==> config.mk <==
export PLATFORM = sky130hd
export DESIGN_NAME = bcd_digit_entry
export DESIGN_NICKNAME = d
export VERILOG_FILES = /design/src/rtl/bcd_pkg.sv /design/src/rtl/bcd_digit_chk.sv /design/src/rtl/bcd_digit_entry.sv
export SDC_FILE = /design/constraint.sdc
export NUM_CORES = 1
export LEC_CHECK = 0
export BUFFER_PORTS_ARGS = -buffer_cell sky130_fd_sc_hd__buf_2
export CORE_ASPECT_RATIO = 0.75
export CORE_MARGIN = 2
export CORE_UTILIZATION = 30
export CTS_BUF_LIST = sky130_fd_sc_hd__clkbuf_2
export DETAILED_ROUTE_END_ITERATION = 6
export SYNTH_ARGS = -nofsm -noshare
export SYNTH_HDL_FRONTEND = slang
export SYNTH_SLANG_ARGS = --single-unit
==> constraint.sdc <==
create_clock -name clk -period 1.9 [get_ports clk]
set_input_delay 0 -clock clk [delete_from_list [all_inputs] [get_ports clk]]
set_output_delay 0 -clock clk [all_outputs]
set_load 0.02 [all_outputs]
==> src/rtl/bcd_pkg.sv <==
// Shared types and widths for the BCD entry and conversion blocks.
// Imported by bcd_digit_entry, bcd_digit_chk and bcd_bin.
package bcd_pkg;

  typedef enum logic {COLLECT, HOLD} entry_state_t;

  localparam int BCD_MAX_DIGIT = 9;

  function automatic int BCD_W(input int n);
    return 4 * n;
  endfunction

endpackage

==> src/rtl/bcd_digit_chk.sv <==
// Combinational legality check for one BCD digit (0..9).
// Shared by the entry front end and bcd_bin input checking.
module bcd_digit_chk
  import bcd_pkg::*;
(
  input  logic [3:0] dig,
  output logic       legal
);

  assign legal = (dig <= 4'(BCD_MAX_DIGIT));

endmodule

==> src/rtl/bcd_digit_entry.sv <==
// Collects decimal digits MSD-first into a packed BCD word and
// presents it on a valid/ready output when enter is issued.
module bcd_digit_entry
  import bcd_pkg::*;
#(
  parameter int NDIG = 2
) (
  input  logic                       clk,
  input  logic                       rst,
  input  logic [3:0]                 dig,
  input  logic                       dig_valid,
  output logic                       dig_ready,
  input  logic                       enter,
  input  logic                       clr,
  output logic [BCD_W(NDIG)-1:0]     bcd,
  output logic                       bcd_valid,
  input  logic                       bcd_ready,
  output logic [$clog2(NDIG+1)-1:0]  ndig,
  output logic                       err
);

  localparam int W  = BCD_W(NDIG);
  localparam int NW = $clog2(NDIG + 1);

  entry_state_t  state_q, state_d;
  logic [W-1:0]  bcd_q, bcd_d;
  logic [NW-1:0] ndig_q, ndig_d;
  logic          valid_q, valid_d;
  logic          err_q, err_d;
  logic          dig_legal;

  bcd_digit_chk u_chk (
    .dig   (dig),
    .legal (dig_legal)
  );

  assign dig_ready = (state_q == COLLECT);
  assign bcd       = bcd_q;
  assign bcd_valid = valid_q;
  assign ndig      = ndig_q;
  assign err       = err_q;

  // Next state: digit shift-in first, then commit; clr overrides all.
  always_comb begin
    state_d = state_q;
    bcd_d   = bcd_q;
    ndig_d  = ndig_q;
    valid_d = valid_q;
    err_d   = 1'b0;
    if (clr) begin
      state_d = COLLECT;
      bcd_d   = '0;
      ndig_d  = '0;
      valid_d = 1'b0;
    end else begin
      unique case (state_q)
        COLLECT: begin
          if (dig_valid) begin
            if (!dig_legal || ndig_q == NW'(NDIG)) begin
              err_d = 1'b1;
            end else begin
              bcd_d  = (bcd_q << 4) | W'(dig);
              ndig_d = ndig_q + NW'(1);
            end
          end
          if (enter) begin
            if (ndig_d == '0) begin
              err_d = 1'b1;
            end else begin
              state_d = HOLD;
              valid_d = 1'b1;
            end
          end
        end
        HOLD: begin
          if (bcd_ready) begin
            state_d = COLLECT;
            bcd_d   = '0;
            ndig_d  = '0;
            valid_d = 1'b0;
          end
        end
        default: state_d = COLLECT;
      endcase
    end
  end

  // State and datapath registers with asynchronous reset.
  always_ff @(posedge clk or posedge rst) begin
    if (rst) begin
      state_q <= COLLECT;
      bcd_q   <= '0;
      ndig_q  <= '0;
      valid_q <= 1'b0;
      err_q   <= 1'b0;
    end else begin
      state_q <= state_d;
      bcd_q   <= bcd_d;
      ndig_q  <= ndig_d;
      valid_q <= valid_d;
      err_q   <= err_d;
    end
  end

endmodule

* After elaboration in Yosys (flattened, before gate mapping)
Cells that the tools add are included.
** Word-level totals
- Flip-flop bits (word level) :: 13
- Input bits :: 10
- Output and inout port bits :: 13
** Operators by class
- Add/sub/neg operators :: 1
- Order comparisons :: 1
- Equality and inequality tests :: 6
- Muxes and demuxes :: 28
- Bitwise logic cells :: 2
- Reductions and logical operators :: 5
** Operators by type and width (number)
- $mux W8 :: 4
- $pmux W8 S2 :: 1
- $mux W1 :: 14
- $mux W2 :: 6
- $ne A3 B3 Y1 const B :: 3
- $or A8 B4 Y8 :: 1
- $reduce_and A3 Y1 :: 2
- $le A4 B4 Y1 const B :: 1
- $pmux W1 S2 :: 2
- $pmux W2 S2 :: 1
- $ne A3 B1 Y1 const B :: 1
- $ne A3 B2 Y1 const B :: 1
- $add A2 B1 Y2 const B :: 1
- $eq A2 B2 Y1 const B :: 1
- $logic_not A2 Y1 :: 1
- $logic_not A1 Y1 :: 1
- $logic_or A1 B1 Y1 :: 1
- $not A1 Y1 :: 1

* Logic depth before layout (Yosys ltp)
Gate-level depths: netlist (run 1).
- Depth in word-level cells :: 12
- Mapped depth :: 6
- Mapped depth without buffers :: 5

* Hierarchy
Synthesis (run 1) repeated with hierarchy kept, for this count alone.
** Second synthesis, totals
- Cell total of the unflattened synthesis :: 50
- Area, all modules :: 610.6 um^2
** By module, submodules not included
- bcd_digit_entry :: times used 1, cells each 49, area an instance 605.6 um^2, sequential area each 325.3 um^2
- bcd_digit_chk :: times used 1, cells each 1, area an instance 5.0 um^2, sequential area each 0.0 um^2

* Worst setup path before layout (run 1)
OpenSTA, ideal clock, no wires.
- Path type :: reg2reg
- From :: reg ndig_q[0] (netlist: ndig[0])
- To :: reg valid_q (netlist: bcd_valid)
- Arrival :: 1.441 ns
- Data required time :: 1.779 ns
- Slack :: 0.339 ns
- Stages on the path, launching flop included :: 6
- Path buffers :: 0
- Period minus slack after synthesis :: 1.561 ns
- Cells stage by stage :: dfrtp_1 -> inv_1 -> ha_1 -> and2b_1 -> nand4_1 -> a41o_1
** Between the ends
- Word-level cells in the longest chain between the ends :: 9
** RTL lines
- from (decl) :: RTL line bcd_digit_entry.sv:27 : logic [NW-1:0] ndig_q, ndig_d;
- from (signal assigned) :: RTL line bcd_digit_entry.sv:99 : ndig_q <= ndig_d;
- branches (longest 3 deep; another with $add A2 B1 Y2)
- $mux W2 (*) :: RTL line bcd_digit_entry.sv:58 : if (dig_valid) begin
- $mux W2 (*) :: RTL line bcd_digit_entry.sv:56 : unique case (state_q)
- $mux W2 (*) :: RTL line bcd_digit_entry.sv:50 : if (clr) begin
- $logic_not A2 Y1 (*) :: RTL line bcd_digit_entry.sv:67 : if (ndig_d == '0) begin
- $ne A3 B3 Y1 (no source line) (*)
- $reduce_and A3 Y1 (no source line) (*)
- to (signal assigned) :: RTL line bcd_digit_entry.sv:100 : valid_q <= valid_d;
- to (decl) :: RTL line bcd_digit_entry.sv:28 : logic valid_q, valid_d;
Mark *: on every way between the ends. The select of a mux whose other input is x is not followed.
A chain may end at the register's enable or synchronous reset.

* Final worst setup path (run 1)
- From :: reg ndig_q[0] (netlist: ndig[0])
- To :: reg ndig_q[0] (netlist: ndig[0])
** Between the ends
- Word-level cells in the longest chain between the ends :: 8
** RTL lines (RTL line)
- branches (longest 3 deep; another with $add A2 B1 Y2)
- $mux W2 (*) :: bcd_digit_entry.sv:58
- $mux W2 (*) :: bcd_digit_entry.sv:56
- $mux W2 (*) :: bcd_digit_entry.sv:50
- $pmux W2 S2 (*) :: bcd_digit_entry.sv:56
- $mux W2 (*) :: bcd_digit_entry.sv:50
Marks and branches as above.

==> flow_results.xml, run 1 <==
<?xml version="1.0" encoding="UTF-8"?>
<metrics>
  <group name="floorplanning">
    <metric name="core_area" unit="sq mm">0.00231</metric>
    <metric name="fp-row-count" unit="">15</metric>
    <metric name="dieWidth" unit="microns">61.1</metric>
    <metric name="io-pin-count" unit="">23</metric>
    <metric name="design.die.area" unit="sq mm">0.00286</metric>
    <metric name="chipHeight" unit="microns">46.9</metric>
    <metric name="effective_utilization_at_floorplan" unit="%">31.8</metric>
  </group>
  <group name="logic_synthesis">
    <metric name="synth_area" unit="sq um">734</metric>
    <metric name="synth.yosys.seq_area_share" unit="%">44.3</metric>
    <metric name="synth.area.top_cells" unit="">dfrtp_1 (44%), nand3_1 (8.2%), o311ai_1 (7.2%)</metric>
    <metric name="synth_cells" unit="">75</metric>
    <metric name="number_of_enable_flip_flop_cells_after_synthesis" unit="">0</metric>
    <metric name="ys_warn_count" unit="">0</metric>
    <metric name="synth.avg_cell_area" unit="sq um">9.79</metric>
    <metric name="synth.net_count" unit="">86</metric>
    <metric name="post-synth-top-area-fraction" unit="%">44.3</metric>
    <metric name="async_reset_ff_share" unit="%">100</metric>
    <metric name="synthDominantAreaCellType" unit="">dfrtp_1</metric>
    <metric name="most_instantiated_flip_flop_cell_in_the_synthesis_netlist" unit="">dfrtp_1</metric>
    <metric name="post_synth_num_cell_types" unit="">26</metric>
    <metric name="postSynthRegisterBits" unit="">13</metric>
  </group>
  <group name="worst_setup_path">
    <metric name="worstSetupEndpointType" unit="">register</metric>
    <metric name="critical-path-slowest-cell" unit="">dfrtp_1</metric>
    <metric name="reg2regPathDepth" unit="">5</metric>
    <metric name="arrival_time_of_the_worst_setup_path" unit="ps">1850</metric>
    <metric name="crit_required" unit="ps">2080</metric>
    <metric name="crit_chain" unit="">inv_1, ha_1, nand2b_1, o311ai_1, a21oi_1</metric>
    <metric name="critical_path_class" unit="">reg -&gt; reg</metric>
    <metric name="cp_max_fo" unit="">10</metric>
    <metric name="critPathBufInv" unit="">1</metric>
    <metric name="launching_element_type_of_the_critical_path" unit="">register</metric>
    <metric name="crit_family" unit="">flip-flops</metric>
    <metric name="timing.critical_path.slowest_cell_delay" unit="ps">470</metric>
    <metric name="cp_num_cells" unit="">5</metric>
  </group>
  <group name="placed_design">
    <metric name="gp_weighted_congestion" unit="">0.761</metric>
    <metric name="placed_cells" unit="">127</metric>
    <metric name="place_hpwl" unit="mm">1.42</metric>
    <metric name="portBuffers" unit="">22</metric>
  </group>
  <group name="timing">
    <metric name="period_minus_slack" unit="ps">1670</metric>
    <metric name="grt_setup_unrepaired" unit="">no</metric>
    <metric name="worst-slew-pin-transition" unit="ps">530</metric>
    <metric name="timing.final.max_slew_violations" unit="">0</metric>
    <metric name="fmax" unit="MHz">598</metric>
    <metric name="final.period_utilization" unit="%">88.0</metric>
    <metric name="setup_skew_after_layout" unit="ps">2.89</metric>
    <metric name="fin_tns_setup" unit="ps">0</metric>
    <metric name="max_slew_margin" unit="%">64.6</metric>
    <metric name="setup_viol" unit="">0</metric>
    <metric name="finalHoldViolCount" unit="">0</metric>
  </group>
  <group name="drt">
    <metric name="totalWireLength" unit="mm">1.98</metric>
    <metric name="detail_route.iter0.violations" unit="">18</metric>
    <metric name="remaining_drc_errors" unit="">0</metric>
    <metric name="dr_total_vias" unit="">724</metric>
    <metric name="detailedRoute.firstPassIterationCount" unit="">4</metric>
    <metric name="vias_per_cell" unit="">5.36</metric>
    <metric name="avgRoutedWirePerCell" unit="microns">14.6</metric>
    <metric name="drtAntennaViolNets" unit="">0</metric>
  </group>
  <group name="clock_tree">
    <metric name="cts_htree_levels" unit="">1</metric>
    <metric name="max-clock-path-buffers" unit="">2</metric>
    <metric name="buffer_cell_driving_the_clock_tree_root" unit="">clkbuf_2</metric>
    <metric name="number_of_buffers_created_by_cts" unit="">3</metric>
    <metric name="post_cts.repair.setup_buffers" unit="">0</metric>
    <metric name="clock_latency_of_the_later_clocked_register_in_the_worst_skew_pair" unit="ps">280</metric>
    <metric name="tritoncts" unit="">done</metric>
    <metric name="clkSinkCount" unit="">13</metric>
    <metric name="clk_pin_slew_worst_paths" unit="ps">130</metric>
  </group>
  <group name="run_status">
    <metric name="outcome" unit="">finished, final reports clean</metric>
  </group>
  <group name="final_layout">
    <metric name="layout-area-overhead-vs-synth" unit="%">25.4</metric>
    <metric name="drive_above_1_share" unit="%">31.7</metric>
    <metric name="antenna-diode-count" unit="">0</metric>
    <metric name="filler_cell_count" unit="">254</metric>
    <metric name="finalNonFillerCells" unit="">135</metric>
    <metric name="fin_nets" unit="">113</metric>
  </group>
  <group name="global_route">
    <metric name="grt_first_pass_wirelength" unit="mm">3.00</metric>
    <metric name="vias_in_the_first_global_route" unit="">616</metric>
    <metric name="total_congestion_overflow" unit="">0</metric>
    <metric name="globalRouteTotalUtil" unit="%">14.7</metric>
    <metric name="grt_antenna_before_repair" unit="">0</metric>
    <metric name="largest_net_degree_at_the_start_of_global_routing" unit="">14</metric>
  </group>
  <group name="min_path">
    <metric name="holdPathStages" unit="">2</metric>
    <metric name="timing.hold.worst.class" unit="">in -&gt; reg</metric>
  </group>
  <group name="power_and_ir_drop">
    <metric name="power.static_leakage" unit="nW">0.442</metric>
    <metric name="powerDensity" unit="mW/mm^2">710</metric>
    <metric name="ir_drop" unit="V">0.000352</metric>
  </group>
  <group name="job">
    <metric name="timing.max_cap.violations" unit="">0</metric>
  </group>
</metrics>
## cells in the final DEF (no fill, tap or decap)
cell type	count
buf_2	22
dfrtp_1	13
nand3_1	12
a21oi_1	7
o311ai_1	6
nand2_1	5
clkbuf_2	4
dlygate4sd3_1	4
inv_1	3
o211ai_1	3
nor3b_2	2
nor2_1	2
nand4_1	2
a41o_1	2
nor3b_1	2
o21ai_2	1
o21a_1	1
nand2b_1	1
o21ai_1	1
and2b_1	1
nor2_2	1
a2111oi_2	1
and3b_1	1
a21o_1	1
a32o_1	1
ha_1	1
buf_4	1
## what timing repair did
action	4_1_cts	5_1_grt
hold endpoints to repair	16	0
hold buffers	4	0
resized for setup	0	0
## metal layers
layer	track usage (%)	up-vias	share of wire [%]
li1	-	342	-
met1	19.5	359	47
met2	22.6	21	46
met3	5.79	2	6.1
met4	3.91	0	0.61
met5	0	-	0
## synth_stat cells (2+ instances only)
library cell  count
nor3b_1           2
a21oi_1           7
nand2_1           5
nor2_1            2
buf_2             3
inv_1             3
o211ai_1          3
o311ai_1          6
nor3b_2           2
nand4_1           2
dfrtp_1          13
nand3_1          12
a41o_1            2
## power by group
group | internal (mW) | total, mW | switching [mW]
registers | 0.296 | 0.316 | 0.0196
logic | 0.0672 | 0.183 | 0.115
clock network | 0.0558 | 0.155 | 0.0993
## per-stage QoR
| step | hold slack [ps] | total power [mW] | cell area, sq um | setup slack [ps] | utilization (%) |
|---|---|---|---|---|---|
| finish | 19.1 | 0.654 | 921 | 229 | 39.9 |
| global route | 17.4 | 0.685 | 921 | 107 | 39.9 |
| CTS | 16.4 | 0.653 | 921 | 263 | 39.9 |
| detailed placement | 76.1 | 0.496 | 861 | 308 | 37.3 |
| global placement | 51.1 | 0.490 | 861 | 372 | 37.3 |
| floorplan | -123 | 0.441 | 734 | 339 | - |
## cell type report
| type | count | area [sq um] | share of cell area, % |
|---|---|---|---|
| Clock buffer | 4 | 20.0 | 2.17 |
| Timing Repair Buffer | 27 | 158 | 17.1 |
| Tap cell | 34 | 42.5 | 4.62 |
| Sequential cell | 13 | 325 | 35.3 |
| Inverter | 3 | 11.3 | 1.22 |
| Multi-Input combinational cell | 54 | 364 | 39.5 |
## state kept, by name, summed over array words and instances (netlist names)
register   count
err            1
bcd            8
ndig           2
bcd_valid      1
state_q        1
## kinds of logic after synthesis
logic type | after synthesis | share of synthesized area (%)
flops | 13 | 44.3
compound gates | 24 | 25.0
fa+ha+maj | 1 | 1.70
buf+inv | 8 | 6.13
simple gates | 29 | 22.8
## path summary, 6_finish.rpt
kind	from	to	slack [ps]
setup / recovery	ndig[0]	ndig[0]	230
hold / removal	enter	bcd_valid	20
min in group asynchronous	rst	bcd[7]	270
hold reg to reg	bcd[4]	bcd[4]	550
setup reg to reg	ndig[0]	ndig[0]	230
max in group asynchronous	rst	state_q	1280
No activity file was read; power rests on OpenSTA's default activity.
==> inputs of run 2 (changes only) <==
Settings changed: CELL_PAD_IN_SITES_DETAIL_PLACEMENT from default to 2, CELL_PAD_IN_SITES_GLOBAL_PLACEMENT from default to 2, PLACE_DENSITY_LB_ADDON from default to 0.1.
==> flow_results.xml, run 2 (same netlist as run 1, synthesis figures left out) <==
<?xml version="1.0" encoding="UTF-8"?>
<metrics>
  <group name="run_status">
    <metric name="outcome" unit="">finished, final reports clean</metric>
  </group>
  <group name="power_and_ir_drop">
    <metric name="p_switching" unit="mW">0.231</metric>
    <metric name="switching_share" unit="%">35.5</metric>
    <metric name="share_seq_of_total_power" unit="%">48.9</metric>
    <metric name="combinationalPowerShare" unit="%">28.0</metric>
    <metric name="power_frac_clock" unit="%">23.1</metric>
    <metric name="ir_drop" unit="V">0.000392</metric>
    <metric name="int_power" unit="mW">0.421</metric>
    <metric name="powerDensity" unit="mW/mm^2">695</metric>
    <metric name="power.static_leakage" unit="nW">0.449</metric>
  </group>
  <group name="min_path">
    <metric name="holdPathStages" unit="">2</metric>
    <metric name="worstHoldEndpoint" unit="">err</metric>
    <metric name="hold_start" unit="">clr</metric>
    <metric name="timing.hold.worst.class" unit="">in -&gt; reg</metric>
  </group>
  <group name="clock_tree">
    <metric name="buffer_cell_driving_the_clock_tree_root" unit="">clkbuf_2</metric>
    <metric name="max-clock-path-buffers" unit="">2</metric>
    <metric name="clock_latency_of_the_later_clocked_register_in_the_worst_skew_pair" unit="ps">270</metric>
    <metric name="clkSinkCount" unit="">13</metric>
    <metric name="number_of_buffers_created_by_cts" unit="">3</metric>
    <metric name="tritoncts" unit="">done</metric>
    <metric name="clk_pin_slew_worst_paths" unit="ps">130</metric>
    <metric name="cts_htree_levels" unit="">1</metric>
  </group>
  <group name="final_layout">
    <metric name="layout_common_cells" unit="">buf_2 (22), dfrtp_1 (13), nand3_1 (12)</metric>
    <metric name="layout.cells.most_common" unit="">buf_2</metric>
    <metric name="fin_nets" unit="">115</metric>
    <metric name="number_of_flip_flops_in_the_largest_register" unit="">8</metric>
    <metric name="layout-area-overhead-vs-synth" unit="%">27.8</metric>
    <metric name="sequential_cell_area" unit="sq um">325</metric>
    <metric name="antenna-diode-count" unit="">0</metric>
    <metric name="filler_cell_count" unit="">260</metric>
    <metric name="drive_above_1_share" unit="%">32.0</metric>
    <metric name="finalNonFillerCells" unit="">137</metric>
    <metric name="area_used_by_multi_input_combinational_logic" unit="sq um">364</metric>
  </group>
  <group name="timing">
    <metric name="fmax" unit="MHz">600</metric>
    <metric name="finalWorstSetupSlack" unit="ps">234</metric>
    <metric name="finalHoldViolCount" unit="">0</metric>
    <metric name="final_worst_hold_slack" unit="ps">73.5</metric>
    <metric name="timing.final.max_slew_violations" unit="">0</metric>
    <metric name="max_slew_margin" unit="%">64.4</metric>
    <metric name="final.period_utilization" unit="%">87.7</metric>
    <metric name="fin_tns_setup" unit="ps">0</metric>
    <metric name="setup_skew_after_layout" unit="ps">0.312</metric>
    <metric name="period_minus_slack" unit="ps">1670</metric>
    <metric name="setup_viol" unit="">0</metric>
    <metric name="worst-slew-pin-transition" unit="ps">533</metric>
    <metric name="grt_setup_unrepaired" unit="">no</metric>
  </group>
  <group name="drt">
    <metric name="dr_total_vias" unit="">712</metric>
    <metric name="vias_per_cell" unit="">5.20</metric>
    <metric name="detailedRoute.firstPassIterationCount" unit="">4</metric>
    <metric name="drtAntennaViolNets" unit="">0</metric>
    <metric name="detail_route.iter0.violations" unit="">9</metric>
    <metric name="avgRoutedWirePerCell" unit="microns">16.0</metric>
    <metric name="remaining_drc_errors" unit="">0</metric>
    <metric name="totalWireLength" unit="mm">2.20</metric>
  </group>
  <group name="worst_setup_path">
    <metric name="critical_path_class" unit="">reg -&gt; reg</metric>
    <metric name="reg2regPathDepth" unit="">5</metric>
    <metric name="worstSetupEndpointType" unit="">register</metric>
    <metric name="critical_register_to_register_path_endpoint" unit="">state_q</metric>
    <metric name="startpoint" unit="">ndig[0]</metric>
    <metric name="cp_max_fo" unit="">6</metric>
    <metric name="regToRegStartpoint" unit="">ndig[0]</metric>
    <metric name="arrival_time_of_the_worst_setup_path" unit="ps">1840</metric>
    <metric name="launching_element_type_of_the_critical_path" unit="">register</metric>
    <metric name="crit_required" unit="ps">2080</metric>
    <metric name="regToRegSetupSlack" unit="ps">230</metric>
  </group>
  <group name="global_route">
    <metric name="globalRouteTotalUtil" unit="%">18.2</metric>
    <metric name="grt_first_pass_wirelength" unit="mm">3.68</metric>
    <metric name="total_congestion_overflow" unit="">0</metric>
    <metric name="largest_net_degree_at_the_start_of_global_routing" unit="">15</metric>
    <metric name="vias_in_the_first_global_route" unit="">754</metric>
    <metric name="grt_antenna_before_repair" unit="">0</metric>
  </group>
  <group name="floorplanning">
    <metric name="effective_utilization_at_floorplan" unit="%">31.8</metric>
    <metric name="dieWidth" unit="microns">61.1</metric>
    <metric name="fp-row-count" unit="">15</metric>
    <metric name="design.die.area" unit="sq mm">0.00286</metric>
    <metric name="io-pin-count" unit="">23</metric>
    <metric name="chipHeight" unit="microns">46.9</metric>
    <metric name="core_area" unit="sq mm">0.00231</metric>
  </group>
  <group name="placed_design">
    <metric name="place_worst_setup_slack" unit="ps">296</metric>
    <metric name="gp_weighted_congestion" unit="">0.786</metric>
    <metric name="portBuffers" unit="">22</metric>
    <metric name="placed_cells" unit="">128</metric>
    <metric name="place_hpwl" unit="mm">1.61</metric>
  </group>
  <group name="job">
    <metric name="timing.max_cap.violations" unit="">0</metric>
  </group>
</metrics>
run 2: what timing repair did:
item,in CTS,in global routing
gates resized for setup,0,0
hold buffers,4,1
endpoints found under the hold margin,16,2
buffers inserted,0,0
run 2: layout make-up:
class	instances	area share (%)
clock buffer	4	2.13
tap	34	4.53
timing repair buffer	29	18.7
inverter	3	1.20
multi-input combinational	54	38.8
sequential	13	34.7
run 2: power by group through the flow:
| stage | registers (mW) | logic (mW) | clock network, mW |
|---|---|---|---|
| floorplan | 0.338 | 0.102 | 0 |
| global placement | 0.325 | 0.173 | 0 |
| detailed placement | 0.325 | 0.174 | 0 |
| CTS | 0.320 | 0.182 | 0.162 |
| global route | 0.324 | 0.203 | 0.172 |
| finish | 0.319 | 0.182 | 0.151 |
run 2: worst max-delay path by stage:
stage,to,cells past startpoint
2_1_floorplan,bcd_valid,5
6_report,state_q,5
3_3_place_gp,bcd[1],5
5_1_grt,bcd[1],5
4_1_cts,state_q,5
3_5_place_dp,bcd[1],5
run 2: routing by layer:
layer,global-route usage [%],wire length (microns),part of all wire (%)
met1,24.1,1100,50
met2,28.9,968,44
met3,6.61,118,5.4
met4,3.91,10,0.45
met5,0,0,0
run 2: critical path, cell delays in order (launching register included):
cell and delay (ps):
dfrtp_1 450, inv_1 100, ha_1 230, and2b_1 350
nand4_1 160, a41o_1 270
run 2: through the flow:
step	area, sq um	total power [mW]	util [%]
2_1_floorplan	734	0.441	-
3_3_place_gp	868	0.498	37.6
3_5_place_dp	868	0.500	37.6
4_1_cts	928	0.664	40.2
5_1_grt	938	0.699	40.7
6_report	938	0.652	40.7
==> inputs of run 3 (changes only) <==
Settings changed: CELL_PAD_IN_SITES_DETAIL_PLACEMENT 2 to 1, CORE_UTILIZATION 30 to 31.
==> flow_results.xml, run 3 (same netlist as run 1, synthesis figures left out) <==
<?xml version="1.0" encoding="UTF-8"?>
<metrics>
  <group name="floorplanning">
    <metric name="effective_utilization_at_floorplan" unit="%">32.3</metric>
    <metric name="fp-row-count" unit="">15</metric>
    <metric name="design.die.area" unit="sq mm">0.00278</metric>
    <metric name="io-pin-count" unit="">23</metric>
    <metric name="core_area" unit="sq mm">0.00227</metric>
    <metric name="chipHeight" unit="microns">46.2</metric>
    <metric name="dieWidth" unit="microns">60.2</metric>
  </group>
  <group name="placed_design">
    <metric name="dpl_cell_area" unit="sq um">868</metric>
    <metric name="placed_cells" unit="">128</metric>
    <metric name="place_hpwl" unit="mm">1.56</metric>
    <metric name="portBuffers" unit="">22</metric>
    <metric name="gp_weighted_congestion" unit="">0.765</metric>
  </group>
  <group name="timing">
    <metric name="grt_setup_unrepaired" unit="">no</metric>
    <metric name="max_slew_margin" unit="%">63.5</metric>
    <metric name="period_minus_slack" unit="ps">1670</metric>
    <metric name="worst-slew-pin-transition" unit="ps">545</metric>
    <metric name="finalHoldViolCount" unit="">0</metric>
    <metric name="timing.final.max_slew_violations" unit="">0</metric>
    <metric name="setup_viol" unit="">0</metric>
    <metric name="setup_skew_after_layout" unit="ps">1.88</metric>
    <metric name="fmax" unit="MHz">599</metric>
    <metric name="final.period_utilization" unit="%">87.8</metric>
    <metric name="fin_tns_setup" unit="ps">0</metric>
  </group>
  <group name="final_layout">
    <metric name="layout_common_cells" unit="">buf_2 (22), dfrtp_1 (13), nand3_1 (12)</metric>
    <metric name="drive_above_1_share" unit="%">32.0</metric>
    <metric name="fin_nets" unit="">115</metric>
    <metric name="finalNonFillerCells" unit="">137</metric>
    <metric name="stdcell_area" unit="sq um">938</metric>
    <metric name="layout-area-overhead-vs-synth" unit="%">27.8</metric>
    <metric name="antenna-diode-count" unit="">0</metric>
    <metric name="layout.cells.most_common" unit="">buf_2</metric>
    <metric name="number_of_flip_flops_in_the_largest_register" unit="">8</metric>
  </group>
  <group name="power_and_ir_drop">
    <metric name="power_frac_clock" unit="%">23.7</metric>
    <metric name="ir_drop" unit="V">0.000483</metric>
    <metric name="share_seq_of_total_power" unit="%">48.3</metric>
    <metric name="switching_share" unit="%">36.8</metric>
    <metric name="combinationalPowerShare" unit="%">28.0</metric>
    <metric name="p_switching" unit="mW">0.245</metric>
    <metric name="power.static_leakage" unit="nW">0.449</metric>
    <metric name="int_power" unit="mW">0.421</metric>
    <metric name="powerDensity" unit="mW/mm^2">710</metric>
  </group>
  <group name="job">
    <metric name="timing.max_cap.violations" unit="">0</metric>
  </group>
  <group name="drt">
    <metric name="drtAntennaViolNets" unit="">0</metric>
    <metric name="avgRoutedWirePerCell" unit="microns">17.3</metric>
    <metric name="met1Wirelength" unit="mm">1.14</metric>
    <metric name="detail_route.iter0.violations" unit="">24</metric>
    <metric name="route.top_layer_used" unit="">met4</metric>
    <metric name="remaining_drc_errors" unit="">0</metric>
    <metric name="detailedRoute.firstPassIterationCount" unit="">4</metric>
    <metric name="dr_wl_met2" unit="mm">1.10</metric>
    <metric name="vias_per_cell" unit="">5.34</metric>
    <metric name="dr_wl_met3" unit="microns">109</metric>
    <metric name="dr_total_vias" unit="">732</metric>
    <metric name="totalWireLength" unit="mm">2.37</metric>
  </group>
  <group name="worst_setup_path">
    <metric name="cp_max_fo" unit="">10</metric>
    <metric name="worstSetupEndpointType" unit="">register</metric>
    <metric name="regToRegSetupSlack" unit="ps">230</metric>
    <metric name="critical_path_class" unit="">reg -&gt; reg</metric>
    <metric name="arrival_time_of_the_worst_setup_path" unit="ps">1850</metric>
    <metric name="launching_element_type_of_the_critical_path" unit="">register</metric>
    <metric name="crit_required" unit="ps">2080</metric>
  </group>
  <group name="clock_tree">
    <metric name="number_of_buffers_created_by_cts" unit="">3</metric>
    <metric name="cts_htree_levels" unit="">1</metric>
    <metric name="clkSinkCount" unit="">13</metric>
    <metric name="clock_latency_of_the_later_clocked_register_in_the_worst_skew_pair" unit="ps">280</metric>
    <metric name="clk_pin_slew_worst_paths" unit="ps">140</metric>
    <metric name="tritoncts" unit="">done</metric>
    <metric name="buffer_cell_driving_the_clock_tree_root" unit="">clkbuf_2</metric>
    <metric name="max-clock-path-buffers" unit="">2</metric>
  </group>
  <group name="global_route">
    <metric name="grt_first_pass_wirelength" unit="mm">3.87</metric>
    <metric name="grt_antenna_before_repair" unit="">0</metric>
    <metric name="globalRouteTotalUtil" unit="%">20.4</metric>
    <metric name="vias_in_the_first_global_route" unit="">723</metric>
    <metric name="largest_net_degree_at_the_start_of_global_routing" unit="">15</metric>
    <metric name="total_congestion_overflow" unit="">0</metric>
  </group>
  <group name="run_status">
    <metric name="outcome" unit="">finished, final reports clean</metric>
  </group>
  <group name="min_path">
    <metric name="timing.hold.worst.class" unit="">in -&gt; reg</metric>
  </group>
</metrics>
[run 3: cell counts in the layout (fill, tap and decap cells not counted)]
No cell type changed its count.
[run 3: power groups by stage]
stage | clock network [mW] | registers, mW | logic (mW)
after global placement | 0 | 0.326 | 0.173
after global routing | 0.180 | 0.326 | 0.204
after detailed placement | 0 | 0.327 | 0.175
final | 0.158 | 0.322 | 0.187
after floorplan | 0 | 0.338 | 0.102
after CTS | 0.165 | 0.322 | 0.187
[run 3: per-stage QoR]
stage                     utilization [%]  hold WS, ps  setup slack (ps)  power, mW
final                                41.3         64.2               231      0.666
after global routing                 41.3         48.0              49.7      0.710
after CTS                            41.3         48.7               246      0.673
after detailed placement             38.2         74.4               270      0.502
after global placement               38.2         71.9               293      0.499
after floorplan                         -         -123               339      0.441
[run 3: final timing paths]
kind,from,endpoint,cells after the start
max,ndig[0],err,5
min,clr,bcd[2],2
max reg2reg,ndig[0],err,5
max in group asynchronous,rst,bcd[4],3
min in group asynchronous,rst,state_q,3
min reg2reg,bcd[4],bcd[4],2
[run 3: layout make-up]
class | instances | area (sq um)
fill | 282 | 1330
multi-input combinational | 54 | 364
sequential | 13 | 325
timing repair buffer | 29 | 175
tap | 34 | 42.5
clock buffer | 4 | 20.0
inverter | 3 | 11.3
[run 3: what timing repair did]
action	CTS	global route
buffers inserted	0	0
hold endpoints to repair	17	0
setup endpoints to repair	0	0
gates resized for setup	0	0
hold buffers	5	0
[run 3: worst max-delay path: stages (launching register included)]
cell and delay (ps):
dfrtp_1 460, inv_1 100, ha_1 200, nand2b_1 410, nor2_2 80, a2111oi_2 320
[run 3: metal layers]
| layer | track usage (%) | vias up |
|---|---|---|
| met2 | 31.7 | 16 |
| met5 | 0 | - |
| li1 | - | 348 |
| met3 | 6.74 | 2 |
| met1 | 27.2 | 366 |
| met4 | 5.33 | 0 |
